File: src/rtl/wta_arbiter_h1_pkg.sv
// Shared constants and FSM state type for the hidden-layer-1 winner-take-all arbiter.
package wta_arbiter_h1_pkg;

    localparam int unsigned N2    = 8;
    localparam int unsigned POT_W = 32;

    typedef enum logic [1:0] {
        ST_IDLE,
        ST_COLLECT,
        ST_SCAN,
        ST_ISSUE
    } wta_state_e;

endpackage

File: src/rtl/wta_arbiter_h1_max_scan.sv
// Sequential signed max search over N candidates, one per cycle, seeded with the threshold.
module wta_max_scan
    import wta_arbiter_h1_pkg::*;
#(
    parameter int unsigned N  = N2,
    parameter int unsigned W  = POT_W,
    parameter int unsigned IW = $clog2(N)
) (
    input  logic                clk,
    input  logic                rst,
    input  logic                clear,
    input  logic                start,
    input  logic signed [W-1:0] threshold,
    input  logic signed [W-1:0] cand_val,
    output logic [IW-1:0]       scan_idx,
    output logic [IW-1:0]       best_idx,
    output logic                best_found,
    output logic                done
);

    logic                active_q, active_d;
    logic [IW-1:0]       idx_q, idx_d;
    logic signed [W-1:0] best_val_q, best_val_d;
    logic [IW-1:0]       best_idx_q, best_idx_d;
    logic                best_found_q, best_found_d;
    logic                done_q, done_d;

    always_comb begin
        active_d     = active_q;
        idx_d        = idx_q;
        best_val_d   = best_val_q;
        best_idx_d   = best_idx_q;
        best_found_d = best_found_q;
        done_d       = 1'b0;
        if (clear) begin
            active_d     = 1'b0;
            idx_d        = '0;
            best_found_d = 1'b0;
        end else if (start) begin
            active_d     = 1'b1;
            idx_d        = '0;
            best_val_d   = threshold;
            best_idx_d   = '0;
            best_found_d = 1'b0;
        end else if (active_q) begin
            // Strict compare: ties keep the earlier (lower) index, threshold itself never wins.
            if (cand_val > best_val_q) begin
                best_val_d   = cand_val;
                best_idx_d   = idx_q;
                best_found_d = 1'b1;
            end
            if (idx_q == IW'(N - 1)) begin
                active_d = 1'b0;
                done_d   = 1'b1;
            end else begin
                idx_d = idx_q + IW'(1);
            end
        end
    end

    always_ff @(posedge clk or posedge rst) begin
        if (rst) begin
            active_q     <= 1'b0;
            idx_q        <= '0;
            best_val_q   <= '0;
            best_idx_q   <= '0;
            best_found_q <= 1'b0;
            done_q       <= 1'b0;
        end else begin
            active_q     <= active_d;
            idx_q        <= idx_d;
            best_val_q   <= best_val_d;
            best_idx_q   <= best_idx_d;
            best_found_q <= best_found_d;
            done_q       <= done_d;
        end
    end

    assign scan_idx   = idx_q;
    assign best_idx   = best_idx_q;
    assign best_found = best_found_q;
    assign done       = done_q;

endmodule

File: src/rtl/wta_arbiter_h1.sv
// Winner-take-all arbiter for hidden layer 1: collects final potentials, picks the strongest
// neuron above threshold, and releases the adders with a single start_pp3m pulse.
module wta_arbiter_h1
    import wta_arbiter_h1_pkg::*;
#(
    parameter int unsigned N  = N2,
    parameter int unsigned W  = POT_W,
    parameter int unsigned IW = $clog2(N)
) (
    input  logic                clk,
    input  logic                rst,
    input  logic                start_core_img,
    input  logic signed [W-1:0] threshold,
    input  logic [N-1:0]        valid_pp3m,
    input  logic [N*W-1:0]      potential_bus,
    output logic                start_pp3m,
    output logic [N-1:0]        won_lost_hold,
    output logic                winner_valid,
    output logic [IW-1:0]       winner_idx,
    output logic                busy,
    output logic                overrun
);

    wta_state_e          state_q, state_d;
    logic [N-1:0]        flag_q, flag_d;
    logic signed [W-1:0] snap_q [N];
    logic signed [W-1:0] snap_d [N];
    logic                start_pp3m_q, start_pp3m_d;
    logic [N-1:0]        won_q, won_d;
    logic                winner_valid_q, winner_valid_d;
    logic [IW-1:0]       winner_idx_q, winner_idx_d;
    logic                overrun_q, overrun_d;

    logic                capture;
    logic                scan_start;
    logic [IW-1:0]       scan_idx;
    logic [IW-1:0]       best_idx;
    logic                best_found;
    logic                scan_done;

    wta_max_scan #(
        .N  (N),
        .W  (W),
        .IW (IW)
    ) u_max_scan (
        .clk        (clk),
        .rst        (rst),
        .clear      (start_core_img),
        .start      (scan_start),
        .threshold  (threshold),
        .cand_val   (snap_q[scan_idx]),
        .scan_idx   (scan_idx),
        .best_idx   (best_idx),
        .best_found (best_found),
        .done       (scan_done)
    );

    always_comb begin
        state_d        = state_q;
        flag_d         = flag_q;
        snap_d         = snap_q;
        start_pp3m_d   = 1'b0;
        won_d          = won_q;
        winner_valid_d = 1'b0;
        winner_idx_d   = winner_idx_q;
        overrun_d      = overrun_q;
        capture        = 1'b0;
        scan_start     = 1'b0;

        if (start_core_img) begin
            state_d      = ST_IDLE;
            flag_d       = '0;
            won_d        = '1;
            winner_idx_d = '0;
            overrun_d    = 1'b0;
        end else begin
            unique case (state_q)
                ST_IDLE: begin
                    capture = 1'b1;
                    if (|valid_pp3m) state_d = ST_COLLECT;
                end
                ST_COLLECT: begin
                    if (&flag_q) begin
                        state_d    = ST_SCAN;
                        scan_start = 1'b1;
                    end else begin
                        capture = 1'b1;
                    end
                end
                ST_SCAN: begin
                    if (|valid_pp3m) overrun_d = 1'b1;
                    // Outputs are registered on the ISSUE entry edge so they are live during ISSUE.
                    if (scan_done) begin
                        state_d      = ST_ISSUE;
                        start_pp3m_d = 1'b1;
                        if (best_found) begin
                            won_d          = '0;
                            won_d[best_idx] = 1'b1;
                            winner_valid_d = 1'b1;
                            winner_idx_d   = best_idx;
                        end else begin
                            won_d = '1;
                        end
                    end
                end
                ST_ISSUE: begin
                    if (|valid_pp3m) overrun_d = 1'b1;
                    flag_d  = '0;
                    state_d = ST_IDLE;
                end
                default: state_d = ST_IDLE;
            endcase
        end

        // First pulse per neuron wins; repeats keep the original snapshot.
        if (capture) begin
            for (int unsigned i = 0; i < N; i++) begin
                if (valid_pp3m[i] && !flag_q[i]) begin
                    flag_d[i] = 1'b1;
                    snap_d[i] = $signed(potential_bus[i*W +: W]);
                end
            end
        end
    end

    always_ff @(posedge clk or posedge rst) begin
        if (rst) begin
            state_q        <= ST_IDLE;
            flag_q         <= '0;
            for (int unsigned i = 0; i < N; i++) snap_q[i] <= '0;
            start_pp3m_q   <= 1'b0;
            won_q          <= '1;
            winner_valid_q <= 1'b0;
            winner_idx_q   <= '0;
            overrun_q      <= 1'b0;
        end else begin
            state_q        <= state_d;
            flag_q         <= flag_d;
            for (int unsigned i = 0; i < N; i++) snap_q[i] <= snap_d[i];
            start_pp3m_q   <= start_pp3m_d;
            won_q          <= won_d;
            winner_valid_q <= winner_valid_d;
            winner_idx_q   <= winner_idx_d;
            overrun_q      <= overrun_d;
        end
    end

    assign start_pp3m    = start_pp3m_q;
    assign won_lost_hold = won_q;
    assign winner_valid  = winner_valid_q;
    assign winner_idx    = winner_idx_q;
    assign busy          = (state_q != ST_IDLE);
    assign overrun       = overrun_q;

endmodule

File: config.mk
export PLATFORM = sky130hd
export DESIGN_NAME = wta_arbiter_h1
export DESIGN_NICKNAME = d
export VERILOG_FILES = /design/src/rtl/wta_arbiter_h1_pkg.sv /design/src/rtl/wta_arbiter_h1_max_scan.sv /design/src/rtl/wta_arbiter_h1.sv
export SDC_FILE = /design/constraint.sdc
export NUM_CORES = 1
export LEC_CHECK = 0
export CORE_UTILIZATION = 47
export CTS_CLUSTER_SIZE = 40
export DETAILED_ROUTE_END_ITERATION = 12
export GPL_ROUTABILITY_DRIVEN = 0
export PLACE_DENSITY_LB_ADDON = 0.25
export SYNTH_ARGS = -nofsm -noshare
export SYNTH_HDL_FRONTEND = slang
export SYNTH_SLANG_ARGS = --single-unit
File: constraint.sdc
create_clock -name clk -period 11.6 [get_ports clk]
set_input_delay 2.9 -clock clk [delete_from_list [all_inputs] [get_ports clk]]
set_output_delay 2.9 -clock clk [all_outputs]
set_load 0.02 [all_outputs]
==> out/qor.csv <==
stage;metric;value;unit
yosys;register area share after synthesis;53.2;%
worst_setup_path;worst-path fanout max;34;
timing;slack of the critical path;5.68;ns
clock_network;clock-pin slew on the worst setup and hold paths;0.06;ns
floorplanning;Die X;181;um
yosys;library cells used by synthesis;41;
job;Max-Cap Viols;0;
yosys;Post-Syn Nets;1348;
hold_path;Min-Delay Path Class;reg -> reg;
final_layout;Core Util, Final;63.2;%
yosys;dominant cell type by area after synthesis;dfrtp_1;
yosys;Synth Warn #;0;
place;pre-CTS WS;5.61;ns
power_and_ir_drop;maximum vdd drop;0.0982;mV
yosys;synthesized area per cell;15.0;um^2
clock_network;cts repair resizes;0;
routing;WL/cell;21.9;um
routing;vias;9649;
timing;minimum clock period;5.92;ns
yosys;Post-synth ARST share;100;%
clock_network;Clock Sinks;321;
global_routing;initial antenna violation count;5;
global_routing;largest net degree at the start of global routing;187;
timing;Final period util;51.0;%
outcome;run status;finished clean;
final_layout;Area Overhead vs Synth;32.1;%
final_layout;layout cells sized above 1;38.0;%
yosys;top cells by count, synth;mux2_2, dfrtp_1, mux4_2;
place;input/output buffers;313;
worst_setup_path;CP Launch Type;register;
routing;DR vias/cell;5.48;
worst_setup_path;kind of critical path;reg -> reg;
global_routing;global-route wire length before repair;60.3;mm
routing;WL final;38.6;mm
clock_network;htree depth;2;
clock_network;hold-fix buffers at CTS;0;
floorplanning;die area;0.0329;mm^2
yosys;most common cell in the netlist;mux2_2;
timing;Worst Max-Slew Pin Slew;1.08;ns
global_routing;gr usage total;24.2;%
timing;final-report hold violation count;0;
yosys;Synth area leaders;dfrtp_1, mux2_2, mux4_2, ha_1, dfstp_2;
timing;total negative slack;0;ns
yosys;Synth top area share;51.8;%
timing;final setup violation count;0;
yosys;Most used DFF post-synth;dfrtp_1;
worst_setup_path;CP Data Arrival Time;6.31;ns
yosys;Post-synth EDFFs;0;
power_and_ir_drop;PD cells;221;mW/mm^2
timing;RSZ-0062 raised after global routing;no;
final_layout;Final #Nets;1665;
yosys;Syn Std Cell Area;0.0151;mm^2
floorplanning;core area;0.0316;mm^2
power_and_ir_drop;Leak;8.08;nW
place;post-DP HPWL;27.1;mm
clock_network;CTS tree;built;
timing;hold_ws;0.500;ns
clock_network;Clock Tree Root;clkbuf_16;
global_routing;Overflow after GRT;0;
timing;worst clock skew;0.0171;ns
clock_network;CTS Buffer Depth;3;
worst_setup_path;Setup crit end kind;register;
floorplanning;Ports;314;
routing;First-pass DRT Iterations;4;
floorplanning;Initial Util;47.8;%
floorplanning;row count;65;
timing;Slew HR;28.0;%
yosys;post-synthesis instance total;1011;
clock_network;post-CTS setup buffers;0;
worst_setup_path;Req. time, crit path;11.99;ns
timing;max-slew violations;0;
routing;drt initial violations;442;
timing;fmax;0.169;GHz
clock_network;TritonCTS Buffers;36;
floorplanning;die extent in y;181;um
clock_network;clock insertion delay at the later pin of the skew report;0.51;ns
yosys;register bit total from synthesis;321;
global_routing;vias in the first global route;10400;
routing;post-route ant nets;0;
routing;drt drc;0;
[flip-flops by register name (all words and copies together) (netlist names)]
signal / count
flag_q: 8
overrun: 1
snap_q: 256
start_pp3m: 1
state_q: 2
u_max_scan.active_q: 1
u_max_scan.best_found: 1
u_max_scan.best_idx: 3
u_max_scan.best_val_q: 32
u_max_scan.done: 1
u_max_scan.scan_idx: 3
winner_idx: 3
winner_valid: 1
won_lost_hold: 8
[final timing paths]
kind / from / to / slack (ns) / depth (start not counted)
hold / removal: u_max_scan.best_val_q[25] / u_max_scan.best_val_q[25] / 0.50 / 1
min in group asynchronous: rst / snap_q[123] / 3.03 / 3
max in group asynchronous: rst / u_max_scan.scan_idx[0] / 6.80 / 4
setup / recovery: u_max_scan.scan_idx[0] / u_max_scan.best_val_q[24] / 5.68 / 11
hold reg to reg: u_max_scan.best_val_q[25] / u_max_scan.best_val_q[25] / 0.50 / 1
setup reg to reg: u_max_scan.scan_idx[0] / u_max_scan.best_val_q[24] / 5.68 / 11
[layout by cell type (no fill, tap or decap), types with 2 or more instances in the layout]
cell             Yosys  final
mux2i_1              3      3
dfrtp_1            313    310
o2bb2ai_1            3      3
nand2_1             12     12
clkbuf_1            41      2
dfstp_2              8      8
ha_1                38     38
o31ai_1              2      2
a21oi_1             25     25
mux2_2             348    348
a31oi_1              2      2
inv_1               42     41
mux4_2              64     64
clkbuf_8             0      3
nor2b_1              2      2
nor4_1               3      3
o21a_1               2      2
clkdlybuf4s50_1      0    313
o21ai_0              6      6
nand3_1              9      9
a21o_1               9      9
o21bai_1             2      2
nand4_1             10     10
dfrtp_4              0      2
o211ai_1             3      3
bufinv_16            0      5
clkinvlp_4           0      8
diode_2              0      5
mux2_1               2      2
nor2_1              28     27
nand2b_1             2      2
clkinv_2             0      9
buf_4                0     17
nor3_1               2      2
nor3b_2              0      8
clkbuf_16            0     37
[final cells by class]
class                      count  area (um^2)
clock buffer                  42          975
sequential                   321         8050
inverter                      42          161
timing repair buffer         331         3280
fill                        2361        11700
antenna                        5         12.5
multi-input combinational    596         6750
clock inverter                21          248
tap                          402          503
[power breakdown]
group          switching (mW)  internal [mW]
combinational           0.519          0.862
sequential              0.257           1.61
clock                   0.456          0.714
total                    1.23           3.18
[metal layers]
| layer | track usage (%) | up-vias | wire length [um] |
|---|---|---|---|
| li1 | - | 4374 | - |
| met2 | 39.5 | 284 | 18400 |
| met4 | 6.58 | 0 | 912 |
| met3 | 4.07 | 54 | 2100 |
| met1 | 33.5 | 4937 | 17200 |
| met5 | 0 | - | 0 |
[metrics by stage]
stage / total power, mW / instance area (um^2) / std cells
global placement: 3.19 / 18700 / 1692
CTS: 4.45 / 20000 / 1755
finish: 4.42 / 20000 / 1760
detailed placement: 3.26 / 18700 / 1692
floorplan: 2.81 / 15100 / 1011
global route: 4.66 / 20000 / 1759
[worst max-delay path, cell delays in order, from the launching register on]
cell and delay, ns:
dfrtp_4 0.90, buf_4 0.69, mux4_2 0.58, mux2_2 0.29
ha_1 0.35, nand4_1 0.21, nor4_1 0.73, o31a_1 0.31
o211ai_1 0.22, a31oi_4 0.66, buf_4 0.41, mux2_2 0.38
[kinds of logic (layout without fill, tap and decap cells)]
group                    after synthesis  count (layout)  share of synthesized area [%]
XOR/XNOR                               1               1                         0.0579
adder cells (fa/ha/maj)               38              38                           3.14
buffers and inverters                 94             436                           2.51
multiplexers                         417             417                           35.8
flip-flops                           321             321                           53.2
other                                  0               5                              0
AND/OR/NAND/NOR                       78              78                           2.60
AO/OA/AOI/OAI                         62              62                           2.72
(Power assumes the default switching activity.)
